`src/rtl/fifo_burst_reader_pkg.sv`:
```
// Shared definitions for the FIFO burst reader: FSM state encoding and
// the default burst length.
package fifo_burst_reader_pkg;

  // State constants carry an ST_ prefix so they never collide with the
  // BURST parameter of the reader.
  typedef enum logic [1:0] {
    ST_IDLE  = 2'd0,
    ST_BURST = 2'd1,
    ST_DONE  = 2'd2
  } state_t;

  // Default burst length, equal to half of the upstream FIFO chain depth.
  localparam int BURST_DEFAULT = 128;

  // Width of the remaining-word and completed-burst counters.
  localparam int CNT_W = 16;

endpackage

```
`src/rtl/fifo_burst_outreg.sv`:
```
// Output holding register: captures a popped word and holds data, valid and
// last stable until the downstream side accepts it.
module fifo_burst_outreg #(
  parameter int W = 16
) (
  input  logic         clk,
  input  logic         rst_,
  input  logic         load,
  input  logic [W-1:0] load_data,
  input  logic         load_last,
  input  logic         out_ready,
  output logic [W-1:0] out_data,
  output logic         out_valid,
  output logic         out_last
);

  // Load on a pop, drop valid once the held word is accepted, else hold.
  // NOTE: clocked state uses non-blocking assignments so every register
  // samples pre-edge values regardless of block evaluation order.
  always_ff @(posedge clk or negedge rst_) begin
    if (!rst_) begin
      // NOTE: out_data is a single datapath word, not a memory, so it is
      // reset along with the control bits and reads zero after reset.
      out_data  <= '0;
      out_valid <= 1'b0;
      out_last  <= 1'b0;
    end else if (load) begin
      out_data  <= load_data;
      out_valid <= 1'b1;
      out_last  <= load_last;
    end else if (out_valid && out_ready) begin
      out_valid <= 1'b0;
      out_last  <= 1'b0;
    end
  end

endmodule

```
`src/rtl/fifo_burst_reader.sv`:
```
// Burst reader: waits until the FIFO chain holds a full burst, then pops
// BURST words into a stall-aware output register, flags underflow, and
// counts completed bursts.
module fifo_burst_reader
  import fifo_burst_reader_pkg::*;
#(
  parameter int W     = 16,
  parameter int BURST = BURST_DEFAULT
) (
  input  logic             clk,
  input  logic             rst_,
  input  logic [W-1:0]     r_data,
  input  logic             r_ready,
  input  logic             r_ready_half,
  output logic             r_trigger,
  output logic [W-1:0]     out_data,
  output logic             out_valid,
  input  logic             out_ready,
  output logic             out_last,
  output logic             err_underflow,
  output logic [CNT_W-1:0] burst_count
);

  localparam logic [CNT_W-1:0] BURST_LEN = CNT_W'(BURST);

  state_t           state;
  logic [CNT_W-1:0] remaining;
  logic             pop;
  logic             pop_last;

  // Request a word whenever bursting and the output slot is free or draining.
  assign r_trigger = (state == ST_BURST) && (!out_valid || out_ready);
  assign pop       = r_trigger && r_ready;
  assign pop_last  = (remaining == CNT_W'(1));

  // Burst sequencing, remaining-word count, underflow flag and burst counter.
  always_ff @(posedge clk or negedge rst_) begin
    if (!rst_) begin
      state         <= ST_IDLE;
      remaining     <= '0;
      err_underflow <= 1'b0;
      burst_count   <= '0;
    end else begin
      case (state)
        ST_IDLE: begin
          if (r_ready_half) begin
            state     <= ST_BURST;
            remaining <= BURST_LEN;
          end
        end
        ST_BURST: begin
          // A wanted word that is not there stalls the burst and is remembered.
          if (r_trigger && !r_ready) begin
            err_underflow <= 1'b1;
          end
          if (pop) begin
            remaining <= remaining - CNT_W'(1);
            if (pop_last) begin
              state <= ST_DONE;
            end
          end
        end
        ST_DONE: begin
          burst_count <= burst_count + CNT_W'(1);
          state       <= ST_IDLE;
        end
        default: state <= ST_IDLE;
      endcase
    end
  end

  fifo_burst_outreg #(
    .W(W)
  ) u_outreg (
    .clk       (clk),
    .rst_      (rst_),
    .load      (pop),
    .load_data (r_data),
    .load_last (pop_last),
    .out_ready (out_ready),
    .out_data  (out_data),
    .out_valid (out_valid),
    .out_last  (out_last)
  );

endmodule

```
`config.mk`:
```
export PLATFORM = sky130hd
export DESIGN_NAME = fifo_burst_reader
export DESIGN_NICKNAME = d
export VERILOG_FILES = /design/src/rtl/fifo_burst_reader_pkg.sv /design/src/rtl/fifo_burst_outreg.sv /design/src/rtl/fifo_burst_reader.sv
export SDC_FILE = /design/constraint.sdc
export NUM_CORES = 1
export LEC_CHECK = 0
export ABC_AREA = 1
export CAP_MARGIN = 5
export CORE_UTILIZATION = 45
export DETAILED_ROUTE_END_ITERATION = 8
export PLACE_DENSITY = 0.84
export SLEW_MARGIN = 5
export SYNTH_ARGS = -nofsm -noshare
export SYNTH_HDL_FRONTEND = slang
export SYNTH_SLANG_ARGS = --single-unit
```
`constraint.sdc`:
```
create_clock -name clk -period 1.46 [get_ports clk]
set_input_delay 0.292 -clock clk [delete_from_list [all_inputs] [get_ports clk]]
set_output_delay 0.292 -clock clk [all_outputs]
set_load 0.01 [all_outputs]
```
==> out/metrics.cfg, run 1 <==
[synthesis]
synth_ff_type = dfrtp_1
synth_edf_count = 0
syn_area_per_cell_um2 = 8.83
synth-async-reset-ratio = 1.00
yosysSeqAreaShare = 0.493
yosys_register_bits = 53
synth_nets = 329
synth_top_area_share = 0.493
yosysWarnings = 0
synth.distinct_cells = 29
synthCells = 305
synth_top_area_cell = dfrtp_1
ys_top_cells_by_area = dfrtp_1, nand2_1, mux2_4
syn_area_um2 = 2690

[finish]
syn2layout_area_growth_pct = 42.1
fin_nets = 434
drive_gt1_frac = 0.241
fillers = 439
final_util = 0.678
diodes = 0

[power]
seqPwrFrac = 0.390
internal_power_w = 0.00348
p_sw_frac = 0.386
p_leak_nw = 2.03
pwr-share-comb = 0.453
switchingPower_w = 0.00219
powerDensity_nw_per_um2 = 1480
clkPwrFrac = 0.157
peakVddDrop_v = 0.00103
p_total_w = 0.00567

[drt]
drt-pass1-iter-count = 4
drcViolationCount = 0
finalWirelength_um = 6660
antenna_left = 0
first_iter_violations = 164
num_vias = 2467
viasPerCell = 5.11
wl_per_cell_um = 13.8

[worst_hold_path]
min-delay-start = out_ready
whs_endpoint = u_outreg.out_last
worstHoldPathCells = 4
hp-class = in -> reg

[critical_path]
crit_arrival_ns = 1.69
cp_max_fo = 5
r2r_slack_ns = -0.02
required_ns = 1.67
crit_type = reg -> reg
crit_family = simple AND/OR/NAND/NOR gates
end_kind = register
timing.rr.start = state[0]
path_cells = inv_2 > nor2_4 > buf_6 > nand3_4 > buf_6 > nand2_4 > buf_4 > nand3_1 > nand2_1 > nor2_1
r2r_end = remaining[8]
slowest_stage = dfrtp_1
cp-start-kind = register
path_buf_inv = 4
slowest_delay_ns = 0.38
cp_common_cell = buf_6
r2r_cells = 10

[timing]
fin_worst_skew_ns = 0.00982
fin_crit_ns = 1.48
period_share = 1.01
fmax_mhz = 677
setup_ws_ns = -0.0179
worst_pin_slew_ns = 0.354
setup_viol = 4
rsz0062_at_grt = true
relSlewSlack = 0.762
slew_violations = 0
final-hold-violation-count = 0

[clocking]
clockBufferDepth = 2
htreeDepth = 2
cts_root_buf = clkbuf_8
path_clk_slew_ns = 0.11
clk-insertion-delay-late_ns = 0.32
numCtsBuffers = 5
cts.sinks = 53
tritoncts = done

[global_routing]
grt_max_degree = 54
antenna_found_initial = 0
use_met3 = 0.0391
grt_pass1_vias = 2357
met2_usage = 0.378
grt.busiest_layer = met2
grt_pass1_wl_um = 10500
met1_usage = 0.259
grt-ovfl-total = 0
track_usage = 0.213

[place]
post-dp-hpwl_um = 4480
post-place-ws_ns = -0.428
place.gp.congestion = 0.885
io_buffers = 56

[die]
fp.dieW_um = 79.4
ios = 57
start_util = 0.477
die-area_um2 = 6300
core-area_um2 = 5640
die-height_um = 79.4
num_rows = 27

[flow_run]
drv_cap = 0

[outcome]
status = complete, but fails checks
violations = negative setup slack

## cells in the mapped netlist (all sizes together) (4+ instances only)
cell type	n
nand2	86
dfrtp	53
nor2	52
inv	29
mux2	16
nand3	16
nand4	10
o21ai	9
a21oi	6
xor2	5
buf	4
nor3	4
xnor2	4
## cell usage in the layout, fill, tap and decap left out, drive strengths merged, types with 9 or more instances in the layout
cell           instances
nor2                  52
dlygate4sd2           34
dfrtp                 53
nand3                 16
nand4                 10
nand2                 87
o21ai                  9
mux2                  16
inv                   30
buf                   46
clkdlybuf4s50         18
## worst max path at each step
stage / startpoint / endpoint / slack, ns / cells past startpoint
after floorplan: burst_count[0] / burst_count[10] / 0.10 / 6
after global placement: out_ready / r_trigger / -0.37 / 6
after detailed placement: out_ready / r_trigger / -0.43 / 6
after CTS: out_ready / r_trigger / -0.12 / 6
after global routing: state[0] / remaining[2] / -0.11 / 9
final: state[0] / remaining[8] / -0.02 / 10
## worst register-to-register path: stages, from the launching register on
cell     delay [ns]
dfrtp_1        0.38
inv_2          0.06
nor2_4         0.14
buf_6          0.14
nand3_4        0.14
buf_6          0.16
nand2_4        0.09
buf_4          0.12
nand3_1        0.05
nand2_1        0.06
nor2_1         0.04
## cell type report
type | count | area, um^2 | area share
clock buffers | 5 | 68.8 | 0.0180
clock inverters | 3 | 26.3 | 0.00687
inverters | 29 | 109 | 0.0285
multi-input cells | 220 | 1300 | 0.339
flip-flops and latches | 53 | 1330 | 0.347
well taps | 72 | 90.1 | 0.0236
repair buffers | 101 | 907 | 0.237
## sequential cells by signal (all words and copies together) (netlist names)
signal and flops:
burst_count 16, remaining 16, u_outreg.out_data 16, state 2
err_underflow 1, u_outreg.out_last 1, u_outreg.out_valid 1
## power by group through the flow
stage	Combinational (W)	Sequential, W	Clock, W
floorplan	0.00127	0.00227	0
global placement	0.00235	0.00220	0
detailed placement	0.00243	0.00222	0
CTS	0.00232	0.00218	0.000913
global route	0.00281	0.00225	0.000957
finish	0.00257	0.00221	0.000889
## routing by layer
| layer | up-vias | part of all wire |
|---|---|---|
| li1 | 1196 | - |
| met1 | 1169 | 0.41 |
| met2 | 86 | 0.51 |
| met3 | 16 | 0.055 |
| met4 | 0 | 0.022 |
| met5 | - | 0 |
## logic make-up (layout without fill, tap and decap cells)
family                   count (synthesis)  count (layout)  share of synthesized area
buffers and inverters                   33             138                     0.0558
AND/OR/NAND/NOR                        174             175                      0.289
flip-flops                              53              53                      0.493
multiplexers                            16              16                     0.0864
XOR/XNOR                                 9               9                     0.0293
AO/OA/AOI/OAI                           17              17                     0.0330
adder cells (fa/ha/maj)                  3               3                     0.0139
## per-stage QoR
stage	area [um^2]	TNS (ns)	hold WS [ns]	cells
CTS	3680	-0.223	0.490	474
detailed placement	3510	-9.23	0.309	452
finish	3820	-0.0312	0.307	483
floorplan	2690	0	-0.00359	305
global route	3820	-1.59	0.329	483
global placement	3510	-8.08	0.307	452
## what timing repair did
action | in CTS | in global routing
gates cloned | 0 | 1
hold buffers | 1 | 0
endpoints found under the hold margin | 53 | 0
endpoints found under the setup margin | 39 | 39
pin swaps | 0 | 16
buffers inserted | 13 | 8
gates resized for setup | 39 | 35
No activity file was read; power rests on OpenSTA's default activity.
==> run 2, diff against run 1 <==
SKIP_LAST_GASP = 1   (was default)
==> run 2 against run 1 <==
  * The run still ends with negative setup slack left
  * Utilization up 1.4 points
  * Total power up 2.5%
  * Via count up 1.2%
  * Non-clock buffer count down 1
  * Wire length up 5.5%
  * Worst hold slack better by 0.053 ns
  * Clock-buffer cell count unchanged
  * Global-route usage unchanged
  * Maximum frequency down 4.4%
  * Sequential share of layout area down 0.70 points
  * First-iteration DRC count down 1.2%
  * Highest routed layer unchanged
==> out/metrics.cfg, run 2 (synthesized netlist as in run 1, its figures left out) <==
[outcome]
status = complete, but fails checks
violations = negative setup slack

[drt]
first_iter_violations = 162  ; -1.2%
num_vias = 2497  ; +1.2%
drt-pass1-iter-count = 4  ; unchanged
drcViolationCount = 0  ; unchanged
antenna_left = 0  ; unchanged
finalWirelength_um = 7030  ; +5.5%
viasPerCell = 5.18  ; +1.4%
wl_per_cell_um = 14.6  ; +5.8%

[power]
pwr-share-comb = 0.462  ; +0.009
p_sw_frac = 0.392  ; +0.00625
powerDensity_nw_per_um2 = 1490  ; +0.42%
internal_power_w = 0.00353  ; +1.4%
clkPwrFrac = 0.157  ; about the same
p_leak_nw = 2.06  ; +1.2%
peakVddDrop_v = 0.000848  ; -18%
switchingPower_w = 0.00228  ; +4.1%
seqPwrFrac = 0.381  ; -0.009

[clocking]
tritoncts = done
cts.sinks = 53  ; unchanged
clockBufferDepth = 2  ; unchanged
clk-insertion-delay-late_ns = 0.32  ; about the same
htreeDepth = 2  ; unchanged
numCtsBuffers = 5  ; unchanged
cts_root_buf = clkbuf_8
path_clk_slew_ns = 0.11  ; about the same

[critical_path]
slowest_delay_ns = 0.38  ; about the same
end_kind = register
cp-start-kind = register
slowest_stage = dfrtp_1
required_ns = 1.67  ; about the same
crit_type = reg -> reg
crit_arrival_ns = 1.75  ; +0.06 ns
path_cells = inv_2 > nor2_4 > buf_6 > nand3_4 > buf_12 > o21ai_0 > nand2_1
cp_max_fo = 16  ; +11

[finish]
fin_nets = 433  ; -0.23%
diodes = 0  ; unchanged
syn2layout_area_growth_pct = 45.0
final_cell_mix = nand2_1, dfrtp_1, nor2_1, dlygate4sd2_1, buf_4
final_util = 0.692  ; +0.0140
drive_gt1_frac = 0.256  ; +0.0152
reg_top3 = burst_count x16, remaining x16, u_outreg.out_data x16
layout_commonest_cell = nand2_1

[die]
core-area_um2 = 5640  ; unchanged
ios = 57  ; unchanged
die-height_um = 79.4  ; unchanged
fp.dieW_um = 79.4  ; unchanged
num_rows = 27  ; unchanged
die-area_um2 = 6300  ; unchanged
start_util = 0.477  ; unchanged

[timing]
fin_crit_ns = 1.55  ; +0.0673 ns
setup_viol = 25  ; +21
worst_pin_slew_ns = 0.350  ; -0.00416 ns
final-hold-violation-count = 0  ; unchanged
setup_ws_ns = -0.0852  ; -0.0673 ns
slew_violations = 0  ; unchanged
relSlewSlack = 0.765  ; +0.00279
period_share = 1.06  ; +0.0461
finalSetupTns_ns = -0.608  ; -0.576 ns
hold_ws_ns = 0.360  ; +0.0535 ns
fin_worst_skew_ns = 0.00946  ; -0.000354 ns
fmax_mhz = 647  ; -4.4%
rsz0062_at_grt = true

[global_routing]
met1_usage = 0.259  ; unchanged
antenna_found_initial = 0  ; unchanged
grt_pass1_vias = 2357  ; unchanged
grt_max_degree = 54  ; unchanged
track_usage = 0.213  ; unchanged
met2_usage = 0.378  ; unchanged
grt_pass1_wl_um = 10500  ; unchanged
grt.busiest_layer = met2
use_met3 = 0.0391  ; unchanged
grt-ovfl-total = 0  ; unchanged

[place]
io_buffers = 56  ; unchanged
post-place-ws_ns = -0.428  ; unchanged
place.gp.congestion = 0.885  ; unchanged
post-dp-hpwl_um = 4480  ; unchanged

[flow_run]
drv_cap = 0  ; unchanged

[worst_hold_path]
hp-class = in -> reg

## run 2: changes by cell type in the layout (fill, tap and decap cells not counted), moves of 2 or more
cell	delta
nand3_2	+2
buf_4	-6
buf_6	+3
nand2_1	-4
nand2_2	+3
nand3_1	-2
buf_12	+2
## run 2: timing repair
item / in CTS / in global routing
pin swaps: 0 / 21
setup endpoints to repair: 39 / 39
buffers inserted: 13 / 6
resized for setup: 37 / 45
cloned: 0 / 2
hold buffers: 1 / 0
hold endpoints to repair: 53 / 0
## run 2: power by group through the flow
stage / clock network [W] / logic [W] / registers [W]
floorplan: 0 / 0.00127 / 0.00227
detailed placement: 0 / 0.00243 / 0.00222
global placement: 0 / 0.00235 / 0.00220
CTS: 0.000913 / 0.00232 / 0.00218
finish: 0.000912 / 0.00268 / 0.00221
global route: 0.000966 / 0.00291 / 0.00226
## run 2: critical path: cells and delay by family, from the launching register on
family	cells	cell delay, ns
DFF	1	0.38
AOI/OAI and AO/OA	1	0.23
and+or+nand+nor	3	0.41
buffers and inverters	3	0.41
## run 2: layout make-up
| class | count | area [um^2] |
|---|---|---|
| clock buffer | 5 | 68.8 |
| clock inverter | 3 | 26.3 |
| fill | 422 | 1740 |
| inverter | 29 | 109 |
| multi-input combinational | 220 | 1340 |
| sequential | 53 | 1330 |
| tap | 72 | 90.1 |
| timing repair buffer | 100 | 945 |
## run 2: path summary, 6_finish.rpt
kind	start	to	slack, ns	depth (start not counted)
worst max-delay path	state[0]	state[0]	-0.09	7
worst min-delay path	out_ready	u_outreg.out_last	0.36	4
worst max register to register	state[0]	state[0]	-0.09	7
worst min register to register	err_underflow	err_underflow	0.48	1
max in group asynchronous	rst_	remaining[5]	0.73	3
min in group asynchronous	rst_	burst_count[4]	0.49	3
## run 2: stage by stage
step | instance area [um^2] | total power (W) | cells
final | 3900 | 0.00581 | 482
after floorplan | 2690 | 0.00354 | 305
after CTS | 3670 | 0.00541 | 474
after detailed placement | 3510 | 0.00465 | 452
after global placement | 3510 | 0.00454 | 452
after global routing | 3900 | 0.00613 | 482
## run 2: metal layers
metal	part of all wire	up-vias
met5	0	-
met4	0.020	0
met3	0.052	18
met2	0.53	104
met1	0.40	1182
li1	-	1193
==> run 3, diff against run 2 <==
SKIP_CTS_REPAIR_TIMING = 1   (was default)
SLEW_MARGIN = 20   (was 5)
==> run 3 against run 2 <==
  * Register-to-register slack improved by 0.02 ns
  * Maximum frequency is 1.6% higher
  * Die area stayed put
  * Highest routed layer unchanged
  * Critical endpoint is now remaining[8]
  * The flow still finishes with violations (negative setup slack)
  * Combinational power is 3% higher
==> out/metrics.cfg, run 3 (synthesized netlist as in run 1, its figures left out) <==
[outcome]
status = complete, but fails checks
violations = negative setup slack

[finish]
fin_nets = 438  ; +1.2%
diodes = 0  ; unchanged
layout_commonest_cell = nand2_1
final_cell_mix = nand2_1, dfrtp_1, nor2_1, buf_4, dlymetal6s2s_1
syn2layout_area_growth_pct = 50.9
drive_gt1_frac = 0.267  ; +0.0114
reg_top3 = burst_count x16, remaining x16, u_outreg.out_data x16

[drt]
wl_met3_um = 398  ; +8.2%
num_vias = 2560  ; +2.5%
met2_length_um = 3890  ; +4.1%
maxUsedRoutingLayer = met4
viasPerCell = 5.26  ; +1.5%
first_iter_violations = 188  ; +16%
finalWirelength_um = 7350  ; +4.6%
wl_per_cell_um = 15.1  ; +3.5%
wl_met1_um = 2880  ; +3.7%
antenna_left = 0  ; unchanged
drt-pass1-iter-count = 4  ; unchanged
drcViolationCount = 0  ; unchanged

[critical_path]
end_kind = register
required_ns = 1.67  ; about the same
r2r_cells = 10  ; +3
crit_type = reg -> reg
r2r_end = remaining[8]
timing.rr.start = state[0]
r2r_slack_ns = -0.06  ; +0.02 ns
cp-startpoint = state[0]
cp_max_fo = 5  ; -11
crit_arrival_ns = 1.73  ; -0.02 ns
cp-start-kind = register

[timing]
period_share = 1.04  ; -0.0166
worst_pin_slew_ns = 0.294  ; -0.0559 ns
final-hold-violation-count = 0  ; unchanged
fmax_mhz = 657  ; +1.6%
hold_ws_ns = 0.485  ; +0.125 ns
finalSetupTns_ns = -0.290  ; +0.318 ns
rsz0062_at_grt = true
slew_violations = 0  ; unchanged
fin_crit_ns = 1.52  ; -0.0242 ns
setup_viol = 20  ; -20%
setup_ws_ns = -0.0610  ; +0.0242 ns
relSlewSlack = 0.802  ; +0.0376
fin_worst_skew_ns = 0.0101  ; +0.000666 ns

[die]
fp.dieW_um = 79.4  ; unchanged
core-area_um2 = 5640  ; unchanged
start_util = 0.477  ; unchanged
die-area_um2 = 6300  ; unchanged
ios = 57  ; unchanged
num_rows = 27  ; unchanged
die-height_um = 79.4  ; unchanged

[clocking]
clk-insertion-delay-late_ns = 0.32  ; about the same
cts_root_buf = clkbuf_8
path_clk_slew_ns = 0.11  ; about the same
numCtsBuffers = 5  ; unchanged
cts.sinks = 53  ; unchanged
clockBufferDepth = 2  ; unchanged
tritoncts = done
htreeDepth = 2  ; unchanged

[place]
post-dp-hpwl_um = 4480  ; unchanged
io_buffers = 56  ; unchanged
place.gp.congestion = 0.885  ; unchanged

[global_routing]
grt-ovfl-total = 0  ; unchanged
grt_max_degree = 54  ; unchanged
grt_pass1_wl_um = 10200  ; -2.9%
antenna_found_initial = 0  ; unchanged
track_usage = 0.207  ; -0.00638
grt_pass1_vias = 2281  ; -3.2%

[power]
p_leak_nw = 2.44  ; +19%
powerDensity_nw_per_um2 = 1450  ; -2.6%
peakVddDrop_v = 0.000870  ; +2.6%

[worst_hold_path]
hp-class = in -> async

[flow_run]
drv_cap = 0  ; unchanged

run 3: changes by cell type in the layout (fill, tap and decap cells not counted), moves of 2 or more:
| cell | before | now |
|---|---|---|
| dlygate4sd2_1 | 35 | 0 |
| nand3_2 | 6 | 2 |
| buf_4 | 31 | 38 |
| nand2_2 | 9 | 7 |
| dlymetal6s2s_1 | 1 | 36 |
| dfrtp_1 | 53 | 49 |
| nand3_1 | 8 | 11 |
| nand2_1 | 75 | 77 |
| dfrtp_2 | 0 | 4 |
run 3: how the worst max path moves through the flow:
stage	to	cells past startpoint
2_1_floorplan	burst_count[10]	6
3_3_place_gp	r_trigger	6
3_5_place_dp	r_trigger	6
4_1_cts	r_trigger	6
5_1_grt	remaining[8]	10
6_report	remaining[8]	10
run 3: worst max-delay path: stages (launching register included):
cell     delay [ns]
dfrtp_1        0.38
inv_2          0.06
nor2_4         0.13
buf_6          0.14
nand3_4        0.15
buf_12         0.17
nand2_4        0.10
buf_4          0.12
nand3_1        0.05
nand2_1        0.06
nor2_1         0.04
run 3: where the power goes:
group	leakage [nW]	internal, W	total (W)	switching, W
Combinational	1.73	0.00141	0.00277	0.00137
Sequential	0.668	0.00187	0.00222	0.000348
Clock	0.0423	0.000350	0.000894	0.000544
Total	2.44	0.00363	0.00589	0.00226
run 3: layer usage:
metal | global-route usage | up-vias
li1 | - | 1196
met1 | 0.256 | 1245
met2 | 0.357 | 100
met3 | 0.0425 | 19
met4 | 0.0691 | 0
met5 | 0 | -
run 3: layout make-up:
cell class	count	area [um^2]
clock inverters	3	26.3
well taps	72	90.1
flip-flops and latches	53	1330
inverters	29	111
clock buffers	5	68.8
fillers	378	1580
multi-input cells	220	1330
repair buffers	105	1100
run 3: per-stage QoR:
step | total power, W | std cells | utilization | setup WS, ns | area (um^2)
final | 0.00589 | 487 | 0.720 | -0.0610 | 4060
after global routing | 0.00623 | 487 | 0.720 | -0.113 | 4060
after CTS | 0.00557 | 460 | 0.639 | -0.433 | 3600
after detailed placement | 0.00465 | 452 | 0.622 | -0.428 | 3510
after global placement | 0.00454 | 452 | 0.622 | -0.375 | 3510
after floorplan | 0.00354 | 305 | - | 0.100 | 2690
